==> config.mk <==
export PLATFORM = sky130hd
export DESIGN_NAME = sim_intf
export DESIGN_NICKNAME = d
export VERILOG_FILES = /design/src/rtl/sim_intf_pkg.sv /design/src/rtl/sim_intf_trace_rom.sv /design/src/rtl/sim_intf.sv
export SDC_FILE = /design/constraint.sdc
export NUM_CORES = 1
export LEC_CHECK = 0
export CAP_MARGIN = 0
export CORE_MARGIN = 2
export CORE_UTILIZATION = 30
export DETAILED_ROUTE_END_ITERATION = 12
export HOLD_SLACK_MARGIN = 0.12
export PLACE_DENSITY = 0.82
export SYNTH_ARGS = -nofsm -noshare
export SYNTH_HDL_FRONTEND = slang
export SYNTH_SLANG_ARGS = --single-unit
==> constraint.sdc <==
create_clock -name clk -period 2.3 [get_ports clk]
set_input_delay 0.345 -clock clk [delete_from_list [all_inputs] [get_ports clk]]
set_output_delay 0.345 -clock clk [all_outputs]
set_load 0.05 [all_outputs]
==> src/rtl/sim_intf_pkg.sv <==
// Shared types, widths and the default expected-execution trace generator
// for the simulated core interface.
package sim_intf_pkg;

    localparam int PC_W   = 64;
    localparam int INST_W = 32;

    localparam logic [PC_W-1:0]   PC_END   = {PC_W{1'b1}};
    localparam logic [INST_W-1:0] INST_NOP = 32'h0000_0013;

    typedef struct packed {
        logic [PC_W-1:0]   pc;
        logic [INST_W-1:0] inst;
    } trace_entry_t;

    // Entry idx is "addi x(idx mod 32), x0, 0" at base + 4*idx.
    function automatic trace_entry_t gen_entry(input logic [PC_W-1:0] base,
                                               input logic [31:0]     idx);
        trace_entry_t e;
        e.pc   = base + {idx, 2'b00};
        e.inst = INST_NOP | {20'd0, idx[4:0], 7'd0};
        return e;
    endfunction

endpackage

==> src/rtl/sim_intf_trace_rom.sv <==
// Combinational expected-trace table: returns the entry at idx_i, or an
// end-of-trace marker for indices at or beyond DEPTH.
module sim_intf_trace_rom
    import sim_intf_pkg::*;
#(
    parameter int              DEPTH   = 16,
    parameter logic [PC_W-1:0] BASE_PC = 64'h0000_0000_0000_1000,
    parameter int              IDX_W   = $clog2(DEPTH + 1)
) (
    input  logic [IDX_W-1:0] idx_i,
    output trace_entry_t     entry_o
);

    // Generate the table entry on the fly from its index.
    always_comb begin
        entry_o = '{pc: PC_END, inst: '0};
        if (idx_i < IDX_W'(DEPTH)) begin
            entry_o = gen_entry(BASE_PC, 32'(idx_i));
        end else begin
            entry_o = '{pc: PC_END, inst: '0};
        end
    end

endmodule

==> src/rtl/sim_intf.sv <==
// Checks the PC proposed by the core each cycle against the expected trace,
// returning the instruction on a hit or the expected PC on a miss.
module sim_intf
    import sim_intf_pkg::*;
#(
    parameter int              DEPTH   = 16,
    parameter logic [PC_W-1:0] BASE_PC = 64'h0000_0000_0000_1000
) (
    input  logic              clk,
    input  logic              rst,
    input  logic [PC_W-1:0]   pc_try,
    output logic [PC_W-1:0]   pc_factual,
    output logic [INST_W-1:0] inst,
    output logic              miss
);

    localparam int PTR_W = $clog2(DEPTH + 1);

    logic [PTR_W-1:0]  ptr_q, ptr_d;
    logic [PC_W-1:0]   pc_factual_q, pc_factual_d;
    logic [INST_W-1:0] inst_q, inst_d;
    logic              miss_q, miss_d;
    trace_entry_t      cur_s;
    logic              hit_s;

    sim_intf_trace_rom #(
        .DEPTH  (DEPTH),
        .BASE_PC(BASE_PC),
        .IDX_W  (PTR_W)
    ) u_rom (
        .idx_i  (ptr_q),
        .entry_o(cur_s)
    );

    // An all-ones PC is the end marker and is never accepted as a hit; an
    // unknown bit makes the equality unknown, which falls to the miss branch.
    assign hit_s = (pc_try == cur_s.pc) && (pc_try != PC_END);

    // Next-state: saturate when exhausted, advance on hit, hold on miss.
    always_comb begin
        ptr_d        = ptr_q;
        pc_factual_d = pc_factual_q;
        inst_d       = inst_q;
        miss_d       = miss_q;
        if (ptr_q == PTR_W'(DEPTH)) begin
            miss_d       = 1'b1;
            pc_factual_d = PC_END;
            inst_d       = '0;
        end else if (hit_s) begin
            miss_d       = 1'b0;
            pc_factual_d = cur_s.pc;
            inst_d       = cur_s.inst;
            ptr_d        = ptr_q + PTR_W'(1);
        end else begin
            miss_d       = 1'b1;
            pc_factual_d = cur_s.pc;
            inst_d       = '0;
        end
    end

    // Pointer and output registers with asynchronous reset.
    always_ff @(posedge clk or posedge rst) begin
        if (rst) begin
            ptr_q        <= '0;
            pc_factual_q <= BASE_PC;
            inst_q       <= '0;
            miss_q       <= 1'b0;
        end else begin
            ptr_q        <= ptr_d;
            pc_factual_q <= pc_factual_d;
            inst_q       <= inst_d;
            miss_q       <= miss_d;
        end
    end

    assign pc_factual = pc_factual_q;
    assign inst       = inst_q;
    assign miss       = miss_q;

endmodule

==> out/results.tsv, run 1 <==
metric	value	unit
DRC errors left	0	
number of flip-flops and latches in the synthesized netlist	16	
Std-Cell Rows	26	
mapped cell area	1650	sq um
GRT Residual Overflow	0	
via density per instance	4.53	
pin count of the biggest net entering global routing	40	
routed wire length	4910	um
ys flop type	dfrtp_1	
Final GP Congestion	0.842	
number of buffer and inverter instances along the worst setup path	1	
Vias	1566	
longest individual stage delay on the worst path	560	ps
path type of the worst setup path	primary input to flip-flop	
element type at the critical path end	flip-flop	
switching power of the nets	0.000229	W
Req. time, crit path	2430	ps
number of synthesized flops with an enable pin	0	
Worst path top cell family by delay	simple AND/OR/NAND/NOR gates	
final cycle utilization of the critical path	0.955	
fill count	412	
f_max	455	MHz
async set-or-reset flop fraction in the synthesized netlist	1.00	
violation count after the first detailed-route iteration	9	
Seq/Total Area, Yosys	0.243	
critical path fanouts, max	2	
number of antenna-violating nets in the routed design	0	
hold violation total from the final report	0	
Vert. Die Dim	78.1	um
Antenna Cells	0	
number of distinct standard cells referenced by the synthesized netlist	31	
ordered list of cells on the worst path	clkdlybuf4s50_1 > nand4_1 > or4_4 > o22ai_2 > o31ai_4 > nor4_4 > mux2_4	
area used by multi-input combinational logic	668	sq um
IO buf count	136	
clock latency of the later-clocked register in the worst-skew pair	250	ps
All-Layer GR Usage	0.150	
top routing layer used	met4	
RSZ-0062 raised after global routing	no	
IR Drop Worst-Case VDD	0.174	mV
P_int	0.000542	W
Layout Skew	0.857	ps
first-pass GRT wire length	7350	um
HPWL after detailed placement	4350	um
Clk Tree Root Cell	clkbuf_8	
Core Util, Final	0.629	
fraction of power consumed by combinational cells	0.319	
Num Clock Sinks	16	
TritonCTS clock tree	yes	
kind of start point of the critical path	primary input	
number of global-route vias before repair	1548	
# Post-CTS Setup Buffers	0	
Critical Path AT	2330	ps
Top Ports	163	
starting utilization of the core area	0.317	
maximum number of buffers from clock root to sink	2	
worst slack at placement	-246	ps
sum of met3 wire segment lengths after detailed routing	436	um
die outline width	78.1	um
headroom to the max-slew limit	0.611	
post-layout worst setup margin	103	ps
total power	0.000772	W
status	finished, final reports clean	
Routed WL per cell	14.2	um
Hold WC Path Type	primary input to asynchronous set/reset pin	
number of search-and-repair iterations in the first detailed-routing pass	4	
Lkg Pwr	1.33	nW
Seq pwr share	0.365	
power density over the cells	236	nW/um^2
time the worst path needs with I/O delays and setup	2200	ps
Slowest cell on crit path	or4_4	
average cell area after synthesis	8.63	sq um
area added between synthesis and finish	98.5	%
hold_buf cts	0	
share of post-route cells with drive strength above 1	0.315	
final max-slew violation count	0	
Final nets	345	
Final setup violation count	0	
clock transition at the registers of the reported paths	60	ps
met2 wire length	2530	um
area taken by flip-flops and latches	400	sq um
actual transition at the worst max-transition pin	583	ps
number of antenna violations at the first check in global routing	0	
Clk network pwr share	0.316	
Met1 Routed Length	1840	um
CTS Buf Count	3	
maxcap violations	0	
Ys Warns	0	
net switching fraction of the power	0.297	
Die Footprint	6110	sq um
gate count of the mapped netlist	191	
htree depth	1	
area of the placeable core	5200	sq um
==> stage by stage <==
stage	cells	setup TNS [ps]	cell area, sq um	hold WS, ps
after floorplan	215	0	1740	259
after global placement	342	-1440	3210	501
after detailed placement	342	-1830	3210	529
after CTS	346	0	3260	475
after global routing	346	0	3270	521
final	346	0	3270	463
==> timing repair <==
action,4_1_cts,5_1_grt
setup endpoints to repair,0,4
hold endpoints to repair,0,0
resized for setup,0,2
==> final timing paths <==
kind,startpoint,to,slack [ps],cells past startpoint
worst max-delay path,pc_try[41],ptr_q[1]$_DFFE_PP0P_,100,7
worst min-delay path,rst,pc_factual[3]$_DFF_PP0_,460,2
worst max register to register,ptr_q[0]$_DFFE_PP0P_,ptr_q[3]$_DFFE_PP0P_,310,6
worst min register to register,ptr_q[3]$_DFFE_PP0P_,pc_factual[5]$_DFF_PP0_,540,1
max in group asynchronous,rst,pc_factual[5]$_DFF_PP0_,1460,2
min in group clk,ptr_q[3]$_DFFE_PP0P_,pc_factual[5]$_DFF_PP0_,540,1
==> cell type report <==
cell class,instances,area share
inverters,7,0.00803
multi-input cells,104,0.204
repair buffers,145,0.622
flip-flops and latches,16,0.122
well taps,70,0.0268
clock buffers,4,0.0168
==> cells in the mapped netlist (all sizes together) (2+ instances only) <==
master  number  area share
buf         86        0.39
dfrtp       16        0.24
nor4        16       0.070
nand4       15       0.057
inv          7       0.016
or2          5       0.019
and2         4       0.018
nand3        4       0.012
nor2         4      0.0091
nor3         4       0.012
xor2         3       0.016
a41o         2       0.012
and4         2       0.011
clkbuf       2      0.0046
conb         2      0.0046
ha           2       0.015
nand2        2      0.0046
o21ai        2      0.0061
xnor2        2       0.011
==> cells in the final DEF, fill, tap and decap left out, types with 3 or more instances in the layout <==
cell type and n:
and2_2 4, nand3_1 4, or2_2 5, dfrtp_1 16, buf_4 7, conb_1 26
nor3_1 4, nand4_1 15, clkdlybuf4s50_1 77, xor2_1 3, nor4_1 15, nor2_1 4
inv_1 7, clkbuf_8 4, buf_12 60
==> layer usage <==
metal / global-route usage / vias to the layer above
li1: - / 730
met1: 0.158 / 703
met2: 0.294 / 123
met3: 0.0276 / 10
met4: 0.0561 / 0
met5: 0 / -
==> kinds of logic (layout without fill, tap and decap cells) <==
logic type,after synthesis,in the layout,synth area share
fa+ha+maj,2,2,0.0152
compound gates,11,11,0.0584
flops,16,16,0.243
other cells,2,26,0.00455
mux,1,1,0.00910
simple gates,59,59,0.231
xor+xnor,5,5,0.0266
buf+inv,95,156,0.412
==> registers in the layout, summed over array words and instances, names as in the netlist <==
name / flops
pc_factual: 5
ptr_q: 5
inst: 5
miss: 1
==> power groups by stage <==
| stage | logic [W] | clock network, W | registers, W |
|---|---|---|---|
| 3_3_place_gp | 0.000241 | 0 | 0.000287 |
| 6_report | 0.000246 | 0.000244 | 0.000282 |
| 5_1_grt | 0.000260 | 0.000258 | 0.000281 |
| 2_1_floorplan | 0.000145 | 0 | 0.000287 |
| 3_5_place_dp | 0.000245 | 0 | 0.000287 |
| 4_1_cts | 0.000245 | 0.000249 | 0.000282 |
No activity file was read; power rests on OpenSTA's default activity.
==> run 2, diff against run 1 <==
CORE_UTILIZATION = 32   (was 30)
PLACE_DENSITY = 0.86   (was 0.82)
clock period = 2.7 ns   (was 2.3 ns; I/O delays follow)
==> run 2 against run 1 <==
  * Critical path depth is the same
  * Clock power shrank 30%
  * Flip-flop and latch count is the same
  * Power shrank 19%
  * Sequential share of layout area grew 0.17 points
  * Highest routed layer unchanged
  * First-iteration DRC count grew to 4.6 times the previous value
==> out/results.tsv, run 2 (synthesized netlist as in run 1, its figures left out) <==
metric	value	unit
IO buf count	136	
cell area after layout	3230	sq um
violation count after the first detailed-route iteration	41	
GRT Residual Overflow	0	
Lkg Pwr	1.30	nW
Final setup violation count	0	
Std-Cell Rows	26	
clock latency of the later-clocked register in the worst-skew pair	250	ps
Num Clock Sinks	16	
All-Layer GR Usage	0.148	
die outline width	75.8	um
first-pass GRT wire length	6490	um
number of global-route vias before repair	1413	
final cycle utilization of the critical path	0.874	
number of antenna violations at the first check in global routing	0	
power density over the cells	192	nW/um^2
TritonCTS clock tree	yes	
area added between synthesis and finish	95.8	%
Routed WL per cell	13.6	um
top routing layer used	met4	
RSZ-0062 raised after global routing	no	
f_max	424	MHz
launch instance of the worst register-to-register path	ptr_q[4]$_DFFE_PP0P_	
path type of the worst setup path	primary input to flip-flop	
actual transition at the worst max-transition pin	579	ps
area of the placeable core	5040	sq um
Vert. Die Dim	75.8	um
number of search-and-repair iterations in the first detailed-routing pass	3	
maxcap violations	0	
most frequent cells in the layout	77 x clkdlybuf4s50_1, 61 x buf_12, 26 x conb_1, 16 x dfrtp_1	
Core Util, Final	0.640	
critical path fanouts, max	8	
element type at the critical path end	flip-flop	
leading cell type in the layout, fill and taps excluded	clkdlybuf4s50_1	
Final nets	341	
Hold WC Path Type	primary input to asynchronous set/reset pin	
DRC errors left	0	
Top Ports	163	
HPWL after detailed placement	4080	um
CTS Buf Count	3	
Vias	1527	
Critical Path AT	2500	ps
maximum number of buffers from clock root to sink	2	
hold violation total from the final report	0	
number of antenna-violating nets in the routed design	0	
PostCTS Resize Cnt	0	
met2 wire length	2350	um
hold_buf cts	0	
Met1 Routed Length	1650	um
Antenna Cells	0	
time the worst path needs with I/O delays and setup	2360	ps
starting utilization of the core area	0.327	
routed wire length	4620	um
pin count of the biggest net entering global routing	26	
startpoint of the most critical setup path	pc_try[44]	
IR Drop Worst-Case VDD	0.160	mV
Placed Instance Area	3190	sq um
Final GP Congestion	0.901	
via density per instance	4.48	
final max-slew violation count	0	
Clk Tree Root Cell	clkbuf_8	
Layout Skew	2.04	ps
share of post-route cells with drive strength above 1	0.303	
status	finished, final reports clean	
Die Footprint	5740	sq um
# Post-CTS Setup Buffers	0	
Req. time, crit path	2840	ps
htree depth	1	
headroom to the max-slew limit	0.613	
Total Negative Setup Slacks	0	ps
clock transition at the registers of the reported paths	60	ps
kind of start point of the critical path	primary input	
sum of met3 wire segment lengths after detailed routing	548	um
==> run 2: worst paths after layout <==
path                                           endpoint  slack [ps]  cells after the start
worst max-delay path               ptr_q[4]$_DFFE_PP0P_         340                      7
worst min-delay path            pc_factual[3]$_DFF_PP0_         520                      2
worst max register to register     ptr_q[1]$_DFFE_PP0P_         610                      6
worst min register to register  pc_factual[2]$_DFF_PP0_         560                      1
max in group asynchronous             inst[9]$_DFF_PP0_        1810                      2
min in group clk                pc_factual[2]$_DFF_PP0_         560                      1
==> run 2: worst max-delay path: stages <==
cell and delay, ps:
clkdlybuf4s50_1 500, nand4_1 110, or4_4 550, o31ai_2 410, nor4_4 100, buf_4 180, a41o_1 230
==> run 2: cell type report <==
type / count / area [sq um]
clock buffer: 3 / 41.3
fill: 371 / 1810
inverter: 7 / 26.3
multi-input combinational: 104 / 659
sequential: 16 / 400
tap: 70 / 87.6
timing repair buffer: 141 / 2010
==> run 2: where the power goes <==
part | internal (W) | switching, W
Combinational | 0.0000906 | 0.000119
Sequential | 0.000240 | 0
Clock | 0.0000988 | 0.0000735
==> run 2: per-layer routing <==
metal,vias to the layer above,GRT usage
met5,-,0
met4,0,0.0546
met3,7,0.0265
met2,115,0.284
met1,685,0.161
li1,720,-
==> run 2: through the flow <==
step	power, W	hold WS, ps	std cells	setup WS (ps)
finish	0.000621	516	341	341
global route	0.000645	579	341	231
CTS	0.000624	536	341	343
detailed placement	0.000451	552	338	78.5
global placement	0.000447	525	338	128
floorplan	0.000368	319	215	447
